==> config.mk <==
export PLATFORM = sky130hd
export DESIGN_NAME = exe_mem_backend
export DESIGN_NICKNAME = d
export VERILOG_FILES = /design/src/rtl/exe_mem_backend_pkg.sv /design/src/rtl/exe_mem_backend_mem_fsm.sv /design/src/rtl/exe_mem_backend.sv
export SDC_FILE = /design/constraint.sdc
export NUM_CORES = 1
export LEC_CHECK = 0
export ABC_CLOCK_PERIOD_IN_PS = 1300
export BUFFER_PORTS_ARGS = -buffer_cell sky130_fd_sc_hd__buf_2
export CAP_MARGIN = 20
export CELL_PAD_IN_SITES_DETAIL_PLACEMENT = 1
export CELL_PAD_IN_SITES_GLOBAL_PLACEMENT = 2
export CORE_MARGIN = 3
export CORE_UTILIZATION = 24
export DETAILED_ROUTE_END_ITERATION = 12
export HOLD_SLACK_MARGIN = 0.06
export PLACE_DENSITY = 0.82
export SYNTH_ARGS = -nofsm -noshare
export SYNTH_HDL_FRONTEND = slang
export SYNTH_SLANG_ARGS = --single-unit
==> constraint.sdc <==
create_clock -name clk -period 1.3 [get_ports clk]
set_input_delay 0.065 -clock clk [delete_from_list [all_inputs] [get_ports clk]]
set_output_delay 0.065 -clock clk [all_outputs]
set_load 0.03 [all_outputs]
==> src/rtl/exe_mem_backend_pkg.sv <==
// Shared definitions for the EX/MEM/WB back end: defaults, FSM encoding,
// forwarding-select codes and the EX/MEM control bundle.
package exe_mem_backend_pkg;

    localparam int DATA_W_DEF = 32;
    localparam int REG_AW_DEF = 4;

    localparam logic [1:0] M_IDLE = 2'd0;
    localparam logic [1:0] M_WAIT = 2'd1;
    localparam logic [1:0] M_DONE = 2'd2;

    localparam logic [1:0] FWD_ID  = 2'b00;
    localparam logic [1:0] FWD_MEM = 2'b01;
    localparam logic [1:0] FWD_WB  = 2'b10;

    typedef struct packed {
        logic valid;
        logic wb_en;
        logic r_en;
        logic w_en;
    } exm_ctrl_t;

    function automatic logic is_memop(input exm_ctrl_t c);
        return c.valid & (c.r_en | c.w_en);
    endfunction

endpackage

==> src/rtl/exe_mem_backend_mem_fsm.sv <==
// Data-memory handshake: raises mem_req/stall for a memory op in MEM and
// captures the read data on the completion strobe.
//
// state  | meaning
// M_IDLE | no access outstanding; a memop in MEM starts a request here
// M_WAIT | request outstanding, pipeline frozen until mem_ready
// M_DONE | data captured, pipeline advances for one cycle
module mem_access_fsm
    import exe_mem_backend_pkg::*;
#(
    parameter int DATA_W = DATA_W_DEF
) (
    input  logic              clk,
    input  logic              rst,
    input  logic              memop,
    input  logic              mem_ready,
    input  logic [DATA_W-1:0] mem_rdata,
    output logic              stall,
    output logic              mem_req,
    output logic [DATA_W-1:0] rdata_q
);

    logic [1:0] state;
    logic [1:0] state_nxt;

    // mem_ready outside M_WAIT is a protocol error and falls through untouched
    always_comb begin
        state_nxt = state;
        stall     = 1'b0;
        mem_req   = 1'b0;
        case (state)
            M_IDLE: begin
                if (memop) begin
                    stall     = 1'b1;
                    mem_req   = 1'b1;
                    state_nxt = M_WAIT;
                end
            end
            M_WAIT: begin
                stall   = 1'b1;
                mem_req = 1'b1;
                if (mem_ready) state_nxt = M_DONE;
            end
            M_DONE:  state_nxt = M_IDLE;
            default: state_nxt = M_IDLE;
        endcase
    end

    always_ff @(posedge clk or negedge rst) begin
        if (!rst) begin
            state   <= M_IDLE;
            rdata_q <= '0;
        end else begin
            state <= state_nxt;
            if (state == M_WAIT && mem_ready) rdata_q <= mem_rdata;
        end
    end

endmodule

==> src/rtl/exe_mem_backend.sv <==
// Pipeline back end: operand forwarding mux, EX/MEM and MEM/WB registers,
// and the data-memory access sequencer.
module exe_mem_backend
    import exe_mem_backend_pkg::*;
#(
    parameter int DATA_W = DATA_W_DEF,
    parameter int REG_AW = REG_AW_DEF
) (
    input  logic              clk,
    input  logic              rst,
    input  logic [1:0]        sel_src1,
    input  logic [1:0]        sel_src2,
    input  logic [DATA_W-1:0] ex_val1,
    input  logic [DATA_W-1:0] ex_val2,
    output logic [DATA_W-1:0] fwd_val1,
    output logic [DATA_W-1:0] fwd_val2,
    input  logic              ex_valid,
    input  logic              ex_wb_en,
    input  logic              ex_mem_r_en,
    input  logic              ex_mem_w_en,
    input  logic [REG_AW-1:0] ex_dest,
    input  logic [DATA_W-1:0] ex_alu_res,
    output logic              mem_req,
    output logic              mem_we,
    output logic [DATA_W-1:0] mem_addr,
    output logic [DATA_W-1:0] mem_wdata,
    input  logic              mem_ready,
    input  logic [DATA_W-1:0] mem_rdata,
    output logic              stall,
    output logic              MEM_WB_en,
    output logic [REG_AW-1:0] MEM_dest,
    output logic              WB_WB_en,
    output logic [REG_AW-1:0] WB_dest,
    output logic [DATA_W-1:0] mem_stage_val,
    output logic [DATA_W-1:0] wb_value
);

    exm_ctrl_t         exm_ctrl;
    logic [REG_AW-1:0] exm_dest;
    logic [DATA_W-1:0] exm_alu;
    logic [DATA_W-1:0] exm_sd;
    logic [DATA_W-1:0] rdata_q;
    logic              memop;

    always_comb begin
        case (sel_src1)
            FWD_ID:  fwd_val1 = ex_val1;
            FWD_MEM: fwd_val1 = mem_stage_val;
            FWD_WB:  fwd_val1 = wb_value;
            default: fwd_val1 = ex_val1;
        endcase
        case (sel_src2)
            FWD_ID:  fwd_val2 = ex_val2;
            FWD_MEM: fwd_val2 = mem_stage_val;
            FWD_WB:  fwd_val2 = wb_value;
            default: fwd_val2 = ex_val2;
        endcase
    end

    // store data is the forwarded operand, so a store can consume a fresh MEM/WB result
    always_ff @(posedge clk or negedge rst) begin
        if (!rst) begin
            exm_ctrl <= '0;
            exm_dest <= '0;
            exm_alu  <= '0;
            exm_sd   <= '0;
        end else if (!stall) begin
            if (ex_valid) begin
                exm_ctrl <= '{valid: 1'b1, wb_en: ex_wb_en, r_en: ex_mem_r_en, w_en: ex_mem_w_en};
                exm_dest <= ex_dest;
                exm_alu  <= ex_alu_res;
                exm_sd   <= fwd_val2;
            end else begin
                exm_ctrl <= '0;
                exm_dest <= '0;
                exm_alu  <= '0;
                exm_sd   <= '0;
            end
        end
    end

    assign memop         = is_memop(exm_ctrl);
    assign MEM_WB_en     = exm_ctrl.valid & exm_ctrl.wb_en;
    assign MEM_dest      = exm_dest;
    assign mem_stage_val = exm_alu;
    assign mem_addr      = exm_alu;
    assign mem_wdata     = exm_sd;
    assign mem_we        = exm_ctrl.w_en;

    mem_access_fsm #(.DATA_W(DATA_W)) u_mem_fsm (
        .clk       (clk),
        .rst       (rst),
        .memop     (memop),
        .mem_ready (mem_ready),
        .mem_rdata (mem_rdata),
        .stall     (stall),
        .mem_req   (mem_req),
        .rdata_q   (rdata_q)
    );

    // a stalled MEM stage feeds a bubble forward so WB retires each op once
    always_ff @(posedge clk or negedge rst) begin
        if (!rst) begin
            WB_WB_en <= 1'b0;
            WB_dest  <= '0;
            wb_value <= '0;
        end else if (stall) begin
            WB_WB_en <= 1'b0;
        end else begin
            WB_WB_en <= MEM_WB_en;
            WB_dest  <= MEM_dest;
            wb_value <= exm_ctrl.r_en ? rdata_q : exm_alu;
        end
    end

endmodule

==> results.txt, run 1 <==
Status - complete, but fails checks
Failing checks - setup timing
Yosys warns - 0
# DRC - 0
Critical Path End Type - flip-flop
Row count - 63
Peak supply drop - 0.00121 V
Initial core utilization - 24.7%
Area of the die - 32900 sq um
Tightest Pin Transition - 0.443 ns
Synthesis-to-layout area growth - 109%
Core ar. - 30000 sq um
Sink Count - 143
TritonRoute pass-1 iters - 5
Sequential Area - 3600 sq um
Total Wirelength - 42800 um
Post-Syn Instances - 726
Number of global-route vias before repair - 9442
PwrDens - 2700 nW/um^2
Initial drt markers - 441
Setup Skew - 0.0105 ns
CP max stage delay - 0.41 ns
Seq pwr share - 20.0%
Post-synth top cells - dfrtp_1, nand2_1, o21ai_0, inv_1, mux2_2
Combinational fraction of design power - 67.6%
Largest cells by area after synthesis - dfrtp_1, mux2_2, o21ai_0, mux2i_1, nand2_1
CTS Buffer Depth - 2
Die W - 181 um
Skew-Pair Late Insertion Delay - 0.42 ns
Final number of setup-violating endpoints - 214
Largest net degree at the start of global routing - 37
Fmax - 0.607 GHz
Reg clk slew, reported paths - 0.07 ns
Switching part of the total - 43.5%
Layout cells sized above 1 - 63.3%
Num CTS Buffers - 17
Total GRT Usage - 23.6%
Placed inst area - 10200 sq um
Clock group share of total power - 12.4%
Synthesized net count - 873
First-pass GRT wire length - 59300 um
Final Hold Vio Count - 0
Path category of the worst min-delay check - primary input to flip-flop
Crit-path cells - o21ai_4, a21oi_4, buf_12, buf_12, buf_16, buf_12, mux2i_1
Minimum clock period after layout - 1.65 ns
Pre-CTS setup slack - -0.218 ns
Setup WS post-layout - -0.348 ns
Slew Viols, Final - 0
Worst setup SP type - flip-flop
CTS root buffer - clkbuf_16
Top delay family on crit path - buffers and inverters
Final Util - 51.7%
Synth Register Bits - 143
WP data arrival - 1.97 ns
Gpl congestion - 0.837
CP max FO - 7
Max_slew headroom - 70.5%
Leak - 7.61 nW
RSZ-0062 raised after global routing - true
Dpl hpwl - 22800 um
Initial antenna violation count - 5
Nets@finish - 1493
Vias - 8492
DR vias/cell - 4.85
Worst Setup Path Type - flip-flop to flip-flop
# fillers - 3199
Dominant cell type by area after synthesis - dfrtp_1
DRT antenna net count - 0
Post-route cell area - 15500 sq um
Synth unique cells - 23
CP most frequent cell - buf_12
Worst EP required - 1.62 ns
Max-cap violation count - 0
Part of the cycle the worst path needs - 127%
EDFF count, synth - 0
TNS Setup - -39.86 ns
Io pins - 348
Mapped Area - 7390 sq um
Final Power - 41.8 mW
Synth top area share - 48.4%
Syn avg cell area - 10.2 sq um
Most common cell in the netlist - dfrtp_1
Top_reg_cell synth - dfrtp_1
Area of the multi-input gates - 4190 sq um
Bufs and invs on worst path - 4
Net switching power - 18.2 mW
Critical-path top delay cell - dfrtp_1
GRT overflow - 0
IO buf count - 347
Asr flop ratio synth - 100%
Die height - 181 um
Pint - 23.6 mW
H-tree levels - 4
Post-synthesis sequential area ratio - 48.4%
CTS tree - built
Routed WL per cell - 24.4 um
state kept, by name (all words and copies together) (netlist names):
| signal | flops |
|---|---|
| mem_addr | 32 |
| mem_wdata | 32 |
| u_mem_fsm.rdata_q | 32 |
| wb_value | 32 |
| MEM_dest | 4 |
| WB_dest | 4 |
| exm_ctrl | 3 |
| u_mem_fsm.state | 2 |
| WB_WB_en | 1 |
| mem_we | 1 |
logic make-up (layout without fill, tap and decap cells):
| family | count (synthesis) | after routing | share of synthesized area (%) |
|---|---|---|---|
| compound gates | 196 | 196 | 18.4 |
| fa+ha+maj | 4 | 4 | 0.678 |
| buf+inv | 166 | 798 | 11.0 |
| flops | 143 | 143 | 48.4 |
| mux | 108 | 108 | 15.8 |
| other cells | 0 | 3 | 0 |
| simple gates | 109 | 109 | 5.67 |
layer usage:
metal / share of wire, % / vias up / GRT usage [%]
met5: 0.063 / - / 0
met4: 2.7 / 4 / 7.37
met3: 4.4 / 68 / 4.63
met2: 53 / 300 / 42.4
met1: 40 / 4370 / 28.4
li1: - / 3750 / -
cell usage in the layout, fill, tap and decap left out, drive strengths merged, types with 32 or more instances in the layout:
cell           n
buf          594
dfrtp        143
nand2        103
o21ai         97
dlygate4sd3   95
inv           81
mux2          69
mux2i         39
a22oi         32
a221o         32
o2bb2ai       32
cell type report:
cell class                 count  share of cell area [%]
timing repair buffer         689                    40.7
inverter                      78                    1.89
tap                          390                    3.15
clock buffer                  19                    2.80
clock inverter                12                    1.04
antenna                        3                  0.0485
multi-input combinational    417                    27.1
sequential                   143                    23.2
power by group through the flow:
stage	registers [mW]	clock network, mW	logic (mW)
floorplan	10.9	0	8.78
global route	8.59	5.49	29.4
global placement	8.21	0	16.2
finish	8.37	5.17	28.3
detailed placement	8.32	0	16.5
CTS	8.05	5.29	25.0
final timing paths:
kind | slack (ns) | cells past startpoint | startpoint | to
hold reg to reg | 0.49 | 1 | mem_wdata[14]$_DFFE_PN0N_ | mem_wdata[14]$_DFFE_PN0N_
min in group asynchronous | 0.15 | 2 | rst | u_mem_fsm.state[1]$_DFFE_PN0P_
setup reg to reg | -0.35 | 7 | exm_ctrl[3]$_DFFE_PN0N_ | mem_addr[14]$_DFFE_PN0N_
setup / recovery | -0.35 | 7 | exm_ctrl[3]$_DFFE_PN0N_ | mem_addr[14]$_DFFE_PN0N_
hold / removal | 0.11 | 4 | ex_val2[28] | mem_wdata[28]$_DFFE_PN0N_
max in group asynchronous | 0.57 | 3 | rst | mem_addr[20]$_DFFE_PN0N_
what timing repair did:
item | in CTS | in global routing
resized for setup | 377 | 256
pin swaps | 84 | 66
hold endpoints to repair | 237 | 0
buffers inserted | 133 | 46
endpoints found under the setup margin | 203 | 253
hold buffers | 95 | 0
gates cloned | 18 | 0
worst register-to-register path, cell delays in order (launching register included):
cell     delay, ns
dfrtp_1       0.41
o21ai_4       0.09
a21oi_4       0.21
buf_12        0.18
buf_12        0.14
buf_16        0.14
buf_12        0.15
mux2i_1       0.23
per-stage QoR:
stage / hold WS, ns / cells
6_report: 0.107 / 1751
5_1_grt: 0.0965 / 1751
4_1_cts: 0.0608 / 1725
3_5_place_dp: 0.0277 / 1455
3_3_place_gp: 0.0247 / 1455
2_1_floorplan: -0.231 / 726
Power figures use the tool's default switching activity.
==> run 2: changes to the inputs <==
--- a/config.mk
+++ b/config.mk
@@ -14,7 +14,7 @@
 export CORE_UTILIZATION = 24
 export DETAILED_ROUTE_END_ITERATION = 12
 export HOLD_SLACK_MARGIN = 0.06
-export PLACE_DENSITY = 0.82
+export PLACE_DENSITY_LB_ADDON = 0.1
 export SYNTH_ARGS = -nofsm -noshare
 export SYNTH_HDL_FRONTEND = slang
 export SYNTH_SLANG_ARGS = --single-unit
==> results.txt, run 2 (synthesis gave the netlist of run 1 again) <==
DRT antenna net count - 0
Io pins - 348
WP data arrival - 1.54 ns
PwrDens - 2600 nW/um^2
Setup WS post-layout - -0.309 ns
Worst setup SP type - flip-flop
CTS Buffer Depth - 2
Seq pwr share - 20.4%
Max-cap violation count - 0
CTS tree - built
Most frequent cells in the layout - buf_2, buf_6, dfrtp_1, buf_4, nand2_1
Min Hold Slack - 0.0838 ns
Switching part of the total - 42.3%
Critical Path End Type - output pin
Peak supply drop - 0.00131 V
CTS root buffer - clkbuf_16
Part of the cycle the worst path needs - 124%
Total GRT Usage - 21.1%
Worst Setup Path Type - flip-flop to output pin
Final Util - 51.0%
Combinational fraction of design power - 66.5%
Sink Count - 143
DR vias/cell - 4.58
Leak - 7.64 nW
Pre-CTS setup slack - -0.199 ns
First-pass GRT wire length - 53500 um
Net switching power - 16.8 mW
Num CTS Buffers - 17
Skew-Pair Late Insertion Delay - 0.43 ns
Area of the die - 32900 sq um
Die height - 181 um
TritonRoute pass-1 iters - 4
Reg clk slew, reported paths - 0.06 ns
Synthesis-to-layout area growth - 107%
Routed WL per cell - 20.6 um
Final Non-Filler Cells - 1765
Total Wirelength - 36300 um
Post-route cell area - 15300 sq um
Failing checks - setup timing
Row count - 63
Fmax - 0.622 GHz
Worst EP required - 1.24 ns
Status - complete, but fails checks
Slew Viols, Final - 0
Nets@finish - 1509
Path category of the worst min-delay check - primary input to flip-flop
Final number of setup-violating endpoints - 219
Pint - 22.9 mW
RSZ-0062 raised after global routing - true
IO buf count - 347
Clock group share of total power - 13.1%
GRT overflow - 0
Inst Count DP - 1479
Initial core utilization - 24.7%
TNS Setup - -38.37 ns
Ant. Diodes - 0
# DRC - 0
Final Hold Vio Count - 0
Placed inst area - 10400 sq um
Core ar. - 30000 sq um
Most common cell after layout, fill and taps aside - buf_2
Dpl hpwl - 22500 um
Initial antenna violation count - 1
Tightest Pin Transition - 0.407 ns
Vias - 8085
Layout cells sized above 1 - 62.4%
Setup Skew - 0.0158 ns
Final Power - 39.7 mW
Largest net degree at the start of global routing - 36
Number of global-route vias before repair - 8899
Die W - 181 um
Minimum clock period after layout - 1.61 ns
Gpl congestion - 0.762
CP max FO - 2
Max_slew headroom - 72.9%
Initial drt markers - 298
H-tree levels - 4
-- run 2: changes by cell type in the layout (fill, tap and decap cells not counted), moves of 8 or more --
cell       before  now
buf_4         105  130
dfrtp_2        15    4
o2bb2ai_4      20   10
buf_6         200  192
o2bb2ai_2      11   22
buf_16         12    4
dfrtp_1       128  139
-- run 2: final cells by class --
cell class	instances	area, sq um
fill	3238	14700
timing repair buffer	705	6290
multi-input combinational	417	4020
sequential	143	3580
tap	390	488
clock buffer	20	467
inverter	78	293
clock inverter	12	148
-- run 2: what timing repair did --
| item | CTS | global route |
|---|---|---|
| setup buffers | 125 | 50 |
| hold endpoints to repair | 238 | 0 |
| gates resized for setup | 331 | 251 |
| hold buffers | 96 | 0 |
| cloned | 9 | 5 |
| endpoints found under the setup margin | 194 | 254 |
| pin swaps | 76 | 47 |
-- run 2: worst max-delay path, stage by stage (launching register included) --
cell     delay [ns]
dfrtp_1        0.38
a221o_1        0.42
o21ai_2        0.10
inv_1          0.08
buf_6          0.14
-- run 2: worst paths after layout --
path / start / endpoint / slack (ns) / cells past startpoint
setup / recovery: wb_value[0]$_DFFE_PN0N_ / fwd_val2[0] / -0.31 / 4
setup reg to reg: mem_we$_DFFE_PN0N_ / mem_wdata[6]$_DFFE_PN0N_ / -0.30 / 8
hold / removal: ex_val2[30] / mem_wdata[30]$_DFFE_PN0N_ / 0.08 / 4
hold reg to reg: mem_wdata[10]$_DFFE_PN0N_ / mem_wdata[10]$_DFFE_PN0N_ / 0.49 / 1
min in group asynchronous: rst / mem_wdata[18]$_DFFE_PN0N_ / 0.11 / 2
max in group asynchronous: rst / wb_value[26]$_DFFE_PN0N_ / 0.62 / 3
-- run 2: per-layer routing --
| layer | up-vias | track usage [%] | wire (um) |
|---|---|---|---|
| met5 | - | 0 | 13 |
| met4 | 2 | 5.79 | 709 |
| met3 | 49 | 3.59 | 1590 |
| met2 | 249 | 37.3 | 18500 |
| met1 | 4006 | 26.5 | 15500 |
| li1 | 3779 | - | - |
-- run 2: power by group through the flow --
| stage | combinational, mW | clock (mW) | sequential, mW |
|---|---|---|---|
| global placement | 17.0 | 0 | 8.03 |
| global route | 27.8 | 5.56 | 8.40 |
| detailed placement | 17.2 | 0 | 8.04 |
| CTS | 22.6 | 5.38 | 8.00 |
| finish | 26.4 | 5.22 | 8.11 |
| floorplan | 8.78 | 0 | 10.9 |
